File: src/rtl/mpr121_pkg.sv
// Shared constants, register defaults and target FSM state type for the MPR121 target emulator.
package mpr121_pkg;

    localparam logic [6:0] MPR121_ADDR    = 7'h5A;

    localparam logic [7:0] REG_TOUCH_LO   = 8'h00;
    localparam logic [7:0] REG_TOUCH_HI   = 8'h01;
    localparam logic [7:0] REG_AFE1       = 8'h5C;
    localparam logic [7:0] REG_AFE2       = 8'h5D;
    localparam logic [7:0] REG_ECR        = 8'h5E;
    localparam logic [7:0] REG_SOFT_RESET = 8'h80;

    localparam logic [7:0] SOFT_RESET_KEY = 8'h63;

    typedef enum logic [3:0] {
        ST_IDLE,
        ST_ADDR,
        ST_ADDR_ACK,
        ST_PTR,
        ST_PTR_ACK,
        ST_WR_DATA,
        ST_WR_ACK,
        ST_RD_DATA,
        ST_RD_ACK
    } i2c_tgt_state_t;

    function automatic logic [7:0] reg_default(input logic [7:0] addr);
        case (addr)
            REG_AFE1: return 8'h10;
            REG_AFE2: return 8'h24;
            default:  return 8'h00;
        endcase
    endfunction

endpackage

File: src/rtl/mpr121_target_emulator_i2c_bus_sync.sv
// Two-flop synchronizers on SCL/SDA plus edge detection yielding SCL edges and START/STOP events.
module i2c_bus_sync (
    input  logic clk,
    input  logic rst,
    input  logic scl_in,
    input  logic sda_in,
    output logic scl_rise,
    output logic scl_fall,
    output logic start_det,
    output logic stop_det,
    output logic sda
);

    logic [1:0] pins;
    logic [1:0] sync_bus;
    logic [1:0] prev_bus;

    assign pins = {sda_in, scl_in};

    // Flops reset to 1 so an idle (pulled-up) bus produces no spurious edges after reset.
    genvar gi;
    generate
        for (gi = 0; gi < 2; gi++) begin : g_line
            logic meta_reg;
            logic sync_reg;
            logic prev_reg;

            always_ff @(posedge clk or posedge rst) begin
                if (rst) begin
                    meta_reg <= 1'b1;
                    sync_reg <= 1'b1;
                    prev_reg <= 1'b1;
                end else begin
                    meta_reg <= pins[gi];
                    sync_reg <= meta_reg;
                    prev_reg <= sync_reg;
                end
            end

            assign sync_bus[gi] = sync_reg;
            assign prev_bus[gi] = prev_reg;
        end
    endgenerate

    assign scl_rise  =  sync_bus[0] & ~prev_bus[0];
    assign scl_fall  = ~sync_bus[0] &  prev_bus[0];
    assign start_det =  sync_bus[0] &  prev_bus[0] &  prev_bus[1] & ~sync_bus[1];
    assign stop_det  =  sync_bus[0] &  prev_bus[0] & ~prev_bus[1] &  sync_bus[1];
    assign sda       =  sync_bus[1];

endmodule

File: src/rtl/mpr121_target_emulator.sv
// I2C target presenting the MPR121 register map; touch status comes from touch_status_in.
// Define MPR121_IRQ_EN to add the active-low irq_n_out interrupt output.
module mpr121_target_emulator
    import mpr121_pkg::*;
#(
    parameter logic [6:0] I2C_ADDR  = MPR121_ADDR,
    parameter int         REG_COUNT = 128
) (
    input  logic        clk_in,
    input  logic        rst_in,
    input  logic        scl_in,
    input  logic        sda_in,
    output logic        sda_oe_out,
    input  logic [11:0] touch_status_in,
    output logic        reg_wr_valid_out,
    output logic [7:0]  reg_wr_addr_out,
    output logic [7:0]  reg_wr_data_out,
    output logic        busy_out
`ifdef MPR121_IRQ_EN
    ,
    output logic        irq_n_out
`endif
);

    localparam int AW = $clog2(REG_COUNT);

    logic scl_rise, scl_fall, start_det, stop_det, sda_sync;

    i2c_bus_sync u_bus_sync (
        .clk       (clk_in),
        .rst       (rst_in),
        .scl_in    (scl_in),
        .sda_in    (sda_in),
        .scl_rise  (scl_rise),
        .scl_fall  (scl_fall),
        .start_det (start_det),
        .stop_det  (stop_det),
        .sda       (sda_sync)
    );

    i2c_tgt_state_t state_reg, state_next;
    logic [3:0]  bit_cnt_reg, bit_cnt_next;
    logic [7:0]  shift_reg, shift_next;
    logic [7:0]  tx_reg, tx_next;
    logic [7:0]  ptr_reg, ptr_next;
    logic        sda_oe_reg, sda_oe_next;
    logic        ack_phase_reg, ack_phase_next;
    logic        rw_reg, rw_next;
    logic [11:0] snapshot_reg;
    logic        reg_wr_valid_reg;
    logic [7:0]  reg_wr_addr_reg, reg_wr_data_reg;
    logic [7:0]  regs_reg [REG_COUNT];

    logic [7:0] rx_byte;
    logic [7:0] rd_value;
    logic       ptr_in_range;
    logic       wr_commit, tx_load;
    logic       soft_reset, reg_write, wr_strobe;

    assign rx_byte      = {shift_reg[6:0], sda_sync};
    assign ptr_in_range = ({1'b0, ptr_reg} < 9'(REG_COUNT));
    assign soft_reset   = wr_commit && (ptr_reg == REG_SOFT_RESET) && (rx_byte == SOFT_RESET_KEY);
    assign reg_write    = wr_commit && ptr_in_range && !soft_reset
                          && (ptr_reg != REG_TOUCH_LO) && (ptr_reg != REG_TOUCH_HI);
    assign wr_strobe    = wr_commit && (ptr_in_range || soft_reset);

    always_comb begin
        rd_value = 8'h00;
        if (ptr_reg == REG_TOUCH_LO)
            rd_value = snapshot_reg[7:0];
        else if (ptr_reg == REG_TOUCH_HI)
            rd_value = {4'b0000, snapshot_reg[11:8]};
        else if (ptr_in_range)
            rd_value = regs_reg[ptr_reg[AW-1:0]];
    end

    always_comb begin
        state_next     = state_reg;
        bit_cnt_next   = bit_cnt_reg;
        shift_next     = shift_reg;
        tx_next        = tx_reg;
        ptr_next       = ptr_reg;
        sda_oe_next    = sda_oe_reg;
        ack_phase_next = ack_phase_reg;
        rw_next        = rw_reg;
        wr_commit      = 1'b0;
        tx_load        = 1'b0;

        if (start_det) begin
            state_next     = ST_ADDR;
            bit_cnt_next   = 4'd0;
            ack_phase_next = 1'b0;
            sda_oe_next    = 1'b0;
        end else if (stop_det) begin
            state_next  = ST_IDLE;
            sda_oe_next = 1'b0;
        end else begin
            case (state_reg)
                ST_ADDR, ST_PTR, ST_WR_DATA: begin
                    if (scl_rise) begin
                        shift_next   = rx_byte;
                        bit_cnt_next = bit_cnt_reg + 4'd1;
                        if (bit_cnt_reg == 4'd7) begin
                            ack_phase_next = 1'b0;
                            if (state_reg == ST_ADDR) begin
                                if (rx_byte[7:1] == I2C_ADDR) begin
                                    state_next = ST_ADDR_ACK;
                                    rw_next    = rx_byte[0];
                                end else begin
                                    state_next = ST_IDLE;
                                end
                            end else if (state_reg == ST_PTR) begin
                                ptr_next   = rx_byte;
                                state_next = ST_PTR_ACK;
                            end else begin
                                wr_commit  = 1'b1;
                                ptr_next   = ptr_reg + 8'd1;
                                state_next = ST_WR_ACK;
                            end
                        end
                    end
                end

                // First SCL fall pulls SDA for the ACK slot, second fall ends the 9th clock.
                ST_ADDR_ACK, ST_PTR_ACK, ST_WR_ACK: begin
                    if (scl_fall) begin
                        if (!ack_phase_reg) begin
                            sda_oe_next    = 1'b1;
                            ack_phase_next = 1'b1;
                        end else begin
                            ack_phase_next = 1'b0;
                            bit_cnt_next   = 4'd0;
                            sda_oe_next    = 1'b0;
                            if (state_reg == ST_ADDR_ACK && rw_reg) begin
                                tx_load     = 1'b1;
                                tx_next     = rd_value;
                                sda_oe_next = ~rd_value[7];
                                state_next  = ST_RD_DATA;
                            end else if (state_reg == ST_ADDR_ACK) begin
                                state_next = ST_PTR;
                            end else begin
                                state_next = ST_WR_DATA;
                            end
                        end
                    end
                end

                ST_RD_DATA: begin
                    if (scl_rise) begin
                        bit_cnt_next = bit_cnt_reg + 4'd1;
                    end else if (scl_fall) begin
                        if (bit_cnt_reg == 4'd8) begin
                            sda_oe_next    = 1'b0;
                            ack_phase_next = 1'b0;
                            state_next     = ST_RD_ACK;
                        end else begin
                            tx_next     = {tx_reg[6:0], 1'b0};
                            sda_oe_next = ~tx_reg[6];
                        end
                    end
                end

                ST_RD_ACK: begin
                    if (scl_rise && !ack_phase_reg) begin
                        if (!sda_sync) begin
                            ptr_next       = ptr_reg + 8'd1;
                            ack_phase_next = 1'b1;
                        end else begin
                            sda_oe_next = 1'b0;
                            state_next  = ST_IDLE;
                        end
                    end else if (scl_fall && ack_phase_reg) begin
                        tx_load        = 1'b1;
                        tx_next        = rd_value;
                        sda_oe_next    = ~rd_value[7];
                        bit_cnt_next   = 4'd0;
                        ack_phase_next = 1'b0;
                        state_next     = ST_RD_DATA;
                    end
                end

                default: ;
            endcase
        end
    end

    always_ff @(posedge clk_in or posedge rst_in) begin
        if (rst_in) begin
            state_reg        <= ST_IDLE;
            bit_cnt_reg      <= 4'd0;
            shift_reg        <= 8'h00;
            tx_reg           <= 8'h00;
            ptr_reg          <= 8'h00;
            sda_oe_reg       <= 1'b0;
            ack_phase_reg    <= 1'b0;
            rw_reg           <= 1'b0;
            snapshot_reg     <= 12'h000;
            reg_wr_valid_reg <= 1'b0;
            reg_wr_addr_reg  <= 8'h00;
            reg_wr_data_reg  <= 8'h00;
        end else begin
            state_reg        <= state_next;
            bit_cnt_reg      <= bit_cnt_next;
            shift_reg        <= shift_next;
            tx_reg           <= tx_next;
            ptr_reg          <= ptr_next;
            sda_oe_reg       <= sda_oe_next;
            ack_phase_reg    <= ack_phase_next;
            rw_reg           <= rw_next;
            reg_wr_valid_reg <= wr_strobe;
            // Latching on every START keeps a multi-byte status read coherent.
            if (start_det)
                snapshot_reg <= touch_status_in;
            if (wr_strobe) begin
                reg_wr_addr_reg <= ptr_reg;
                reg_wr_data_reg <= rx_byte;
            end
        end
    end

    always_ff @(posedge clk_in or posedge rst_in) begin
        if (rst_in) begin
            for (int i = 0; i < REG_COUNT; i++)
                regs_reg[i] <= reg_default(8'(i));
        end else if (soft_reset) begin
            for (int i = 0; i < REG_COUNT; i++)
                regs_reg[i] <= reg_default(8'(i));
        end else if (reg_write) begin
            regs_reg[ptr_reg[AW-1:0]] <= rx_byte;
        end
    end

`ifdef MPR121_IRQ_EN
    logic [11:0] last_read_reg;
    logic        irq_n_reg;
    logic        irq_clear;

    assign irq_clear = tx_load && ((ptr_reg == REG_TOUCH_LO) || (ptr_reg == REG_TOUCH_HI));

    always_ff @(posedge clk_in or posedge rst_in) begin
        if (rst_in) begin
            last_read_reg <= 12'h000;
            irq_n_reg     <= 1'b1;
        end else if (irq_clear) begin
            last_read_reg <= snapshot_reg;
            irq_n_reg     <= 1'b1;
        end else if (touch_status_in != last_read_reg) begin
            irq_n_reg <= 1'b0;
        end
    end

    assign irq_n_out = irq_n_reg;
`endif

    assign sda_oe_out       = sda_oe_reg;
    assign busy_out         = (state_reg != ST_IDLE) && (state_reg != ST_ADDR);
    assign reg_wr_valid_out = reg_wr_valid_reg;
    assign reg_wr_addr_out  = reg_wr_addr_reg;
    assign reg_wr_data_out  = reg_wr_data_reg;

endmodule

File: config.mk
export PLATFORM = sky130hd
export DESIGN_NAME = mpr121_target_emulator
export DESIGN_NICKNAME = d
export VERILOG_FILES = /design/src/rtl/mpr121_pkg.sv /design/src/rtl/mpr121_target_emulator_i2c_bus_sync.sv /design/src/rtl/mpr121_target_emulator.sv
export SDC_FILE = /design/constraint.sdc
export NUM_CORES = 2
export LEC_CHECK = 0
export CAP_MARGIN = 20
export CORE_MARGIN = 2
export CORE_UTILIZATION = 45
export DETAILED_ROUTE_END_ITERATION = 12
export SYNTH_ARGS = -nofsm -noshare
export SYNTH_HDL_FRONTEND = slang
export SYNTH_SLANG_ARGS = --single-unit
File: constraint.sdc
create_clock -name clk_in -period 55.3 [get_ports clk_in]
set_input_delay 11.06 -clock clk_in [delete_from_list [all_inputs] [get_ports clk_in]]
set_output_delay 11.06 -clock clk_in [all_outputs]
set_load 0.01 [all_outputs]
==> key figures <==
Status
  • Outcome: finished clean

Die
  • Top-Level Pins: 35
  • Die width: ~350 um
  • Die height: about 350 um
  • Initial Util: a little under half
  • Core area: 117000 sq um
  • Die area: between 100000 and 150000 sq um
  • Site row count: 125

Clock network
  • Post-CTS sizing: 0
  • Clock Pin Slew Worst Setup and Hold Paths: around 0.060 ns
  • Setup bufs post-CTS: 0
  • Clock Latency Late Sink: ~0.73 ns
  • Hold Buf Count CTS: 0
  • Clk sink count: approximately 1100
  • CTS max path bufs: 3
  • Inserted Clock Buffers: between 100 and 150
  • CTS root buf: clkbuf_16
  • CTS tree: built
  • H-tree lvl count: 3

Timing
  • Setup violators final: 0
  • Final Max Tran Viols: 0
  • Post-layout min period: ~15 ns
  • Fin crit share: between 20% and 30%
  • RSZ-0062 raised after global routing: no
  • Least-Margin Pin Slew: around 1.2 ns
  • Max-slew headroom: between 10% and 20%
  • Max Freq: 67.7 MHz
  • Hold Vio Cnt, Final: 0
  • Post-Route Skew: 0.0431 ns
  • Setup tns final: 0 ns
  • Worst Setup Slack, final: just over 40 ns

Yosys
  • Synth area leader: dfrtp_1
  • Top-count cell post-synth: nand2_1
  • Share of the synthesized area in the top cell type: roughly half
  • Mapped cell area: around 53000 sq um
  • Syn_area_per_cell: approximately 9.0 sq um
  • Syn. warnings: 0
  • Synthesized instance count: slightly below 6000
  • Top cells by area, synth: dfrtp_1 51%, nand2_1 9.8%, o21ai_0 7.9%, mux2i_1 5.3%, a22oi_1 3.3%
  • Syn Nets: slightly below 6000
  • Top FF cell, synth: dfrtp_1
  • Flops & latches, synth: roughly 1100
  • Synth top cells by count: 1378 x nand2_1, 1083 x dfrtp_1, 837 x o21ai_0
  • Ys async rst share: between 90% and 100%
  • Post-synth EDFFs: 0
  • Sequential area share after synthesis: 51.6%
  • Distinct cells, synth: 80

Global route
  • Vias in the first global route: ~42000
  • GRT Overall Usage: roughly a third
  • First-pass GRT wire length: slightly below 300000 um
  • Initial antenna violation count: 10
  • Largest net degree at the start of global routing: roughly 230
  • Total grt overflow: 0

Setup path
  • Critical Path AT: between 15 and 20 ns
  • Worst path cell trace: clkdlybuf4s50_1 > inv_8 > buf_4 > buf_4 > buf_12 > buf_4
  • Critical path's most frequent cell: buf_4
  • Crit Path Class: in -> async
  • Worst setup EP type: async pin
  • Slowest cell on the critical path: buf_4
  • CP max FO: about 170
  • Max incr delay on CP: a little over 0.8 ns
  • CP Launch Type: input port
  • WP data required: about 56 ns

Final layout
  • Max reg flops: between 1000 and 1500
  • P&R area growth vs syn: 8.84%
  • Layout cell share with drive strength beyond 1: 9.34%
  • Final core utilization: between 40 and 50%
  • Fill cells: between 10000 and 15000
  • Final instance area: ~58000 sq um
  • Fin nets: roughly 5500

Drt
  • Avg WL per Cell: 26.9 um
  • Final WL: 192000 um
  • Via count: 44663
  • DRT antenna net count: 0
  • Pre-antenna DRT Iters: 9
  • Drt initial violations: between 5000 and 6000
  • # DRC: 0
  • Drt via density: 6.25

Job
  • Max cap viols: 0

Worst hold path
  • Path type of the worst min-delay path: reg -> reg

Placement
  • PortBufs: 34
  • Placed cell area: around 54000 sq um
  • Dpl hpwl: ~110000 um
  • Pre-CTS setup slack: 39.69 ns
  • RD Place Congestion: about 0.94

Pwr
  • Max VDD drop: ~0.027 mV
  • Power per cell area: 31.1 nW/um^2
  • Post-layout total power: 1.79 mW
  • Leakage: about 23 nW
## where the power goes
part	internal (mW)	total, mW	switching [mW]
combinational	0.0348	0.140	0.105
sequential	0.808	0.871	0.0623
clock	0.446	0.781	0.335
total	1.29	1.79	0.503
## critical path, delay by kind of cell
| kind | cells | cell delay (ns) |
|---|---|---|
| buffers and inverters | 6 | 4.13 |
## kinds of logic after synthesis
kind of cell / after synthesis / synth area share, %
buffers and inverters: 621 / 4.93
AOI/OAI and AO/OA: 1746 / 19.7
DFF: 1092 / 51.6
and+or+nand+nor: 2012 / 15.7
adders and majority gates: 5 / 0.118
muxes: 380 / 7.93
xor gates and xnor gates: 1 / 0.0165
## layout by cell type (no fill, tap or decap), types with 11 or more instances in the layout
| cell | synthesis | layout |
|---|---|---|
| clkdlybuf4s50_1 | 0 | 34 |
| clkbuf_8 | 0 | 35 |
| o22ai_1 | 11 | 11 |
| a221oi_1 | 80 | 80 |
| clkbuf_1 | 347 | 30 |
| clkinv_2 | 0 | 23 |
| o21ai_0 | 837 | 837 |
| mux2i_1 | 278 | 278 |
| mux4_2 | 24 | 24 |
| nand2b_1 | 12 | 12 |
| dfrtp_1 | 1083 | 1072 |
| a41oi_1 | 21 | 21 |
| mux2_2 | 78 | 78 |
| buf_4 | 6 | 110 |
| nor4_1 | 15 | 14 |
| nor2_2 | 46 | 47 |
| o211ai_1 | 12 | 12 |
| nor2b_1 | 18 | 15 |
| a221o_1 | 13 | 13 |
| a22oi_1 | 233 | 233 |
| nand3_1 | 25 | 25 |
| o2bb2ai_1 | 11 | 11 |
| clkbuf_16 | 0 | 116 |
| nand2_1 | 1378 | 1378 |
| a22o_1 | 39 | 39 |
| a31oi_1 | 37 | 37 |
| nand3b_1 | 12 | 12 |
| nor2_1 | 391 | 388 |
| o22a_1 | 15 | 15 |
| inv_1 | 13 | 11 |
| nor3_1 | 21 | 20 |
| a21oi_1 | 346 | 346 |
## metrics by stage
stage	hold slack, ns	std cells
3_3_place_gp	0.354	6919
5_1_grt	0.359	7146
6_report	0.363	7148
2_1_floorplan	0.345	5857
3_5_place_dp	0.354	6922
4_1_cts	0.364	7136
## final timing paths
| kind | slack, ns | start | cells past startpoint | end |
|---|---|---|---|---|
| setup / recovery | 40.52 | rst_in | 6 | regs_reg[263]$_DFFE_PP0P_ |
| hold / removal | 0.36 | u_bus_sync.g_line[1].meta_reg$_DFF_PP1_ | 0 | u_bus_sync.sda$_DFF_PP1_ |
| setup reg to reg | 49.41 | ptr_reg[1]$_DFFE_PP0P_ | 7 | regs_reg[167]$_DFFE_PP0P_ |
| hold reg to reg | 0.36 | u_bus_sync.g_line[1].meta_reg$_DFF_PP1_ | 0 | u_bus_sync.sda$_DFF_PP1_ |
| max in group clk_in | 42.01 | state_reg[1]$_DFFE_PP0P_ | 3 | busy_out |
| min in group asynchronous | 10.94 | rst_in | 2 | regs_reg[442]$_DFFE_PP0P_ |
## area by class of cell
class | count | area, sq um | area share [%]
flip-flops and latches | 1092 | 27400 | 47.5
clock inverters | 33 | 288 | 0.499
clock buffers | 181 | 3500 | 6.06
repair buffers | 159 | 1400 | 2.43
multi-input cells | 4144 | 23100 | 40.1
inverters | 13 | 56.3 | 0.0976
well taps | 1524 | 1910 | 3.31
diodes | 2 | 5.00 | 0.00868
## metal layers
layer | global-route usage [%] | up-vias | part of all wire, %
met5 | 0 | - | 0.042
met4 | 14.5 | 12 | 5.0
met3 | 7.70 | 424 | 10
met2 | 46.1 | 2219 | 43
met1 | 44.2 | 22369 | 42
li1 | - | 19639 | -
Note: power is estimated with default switching activity, not from simulation.
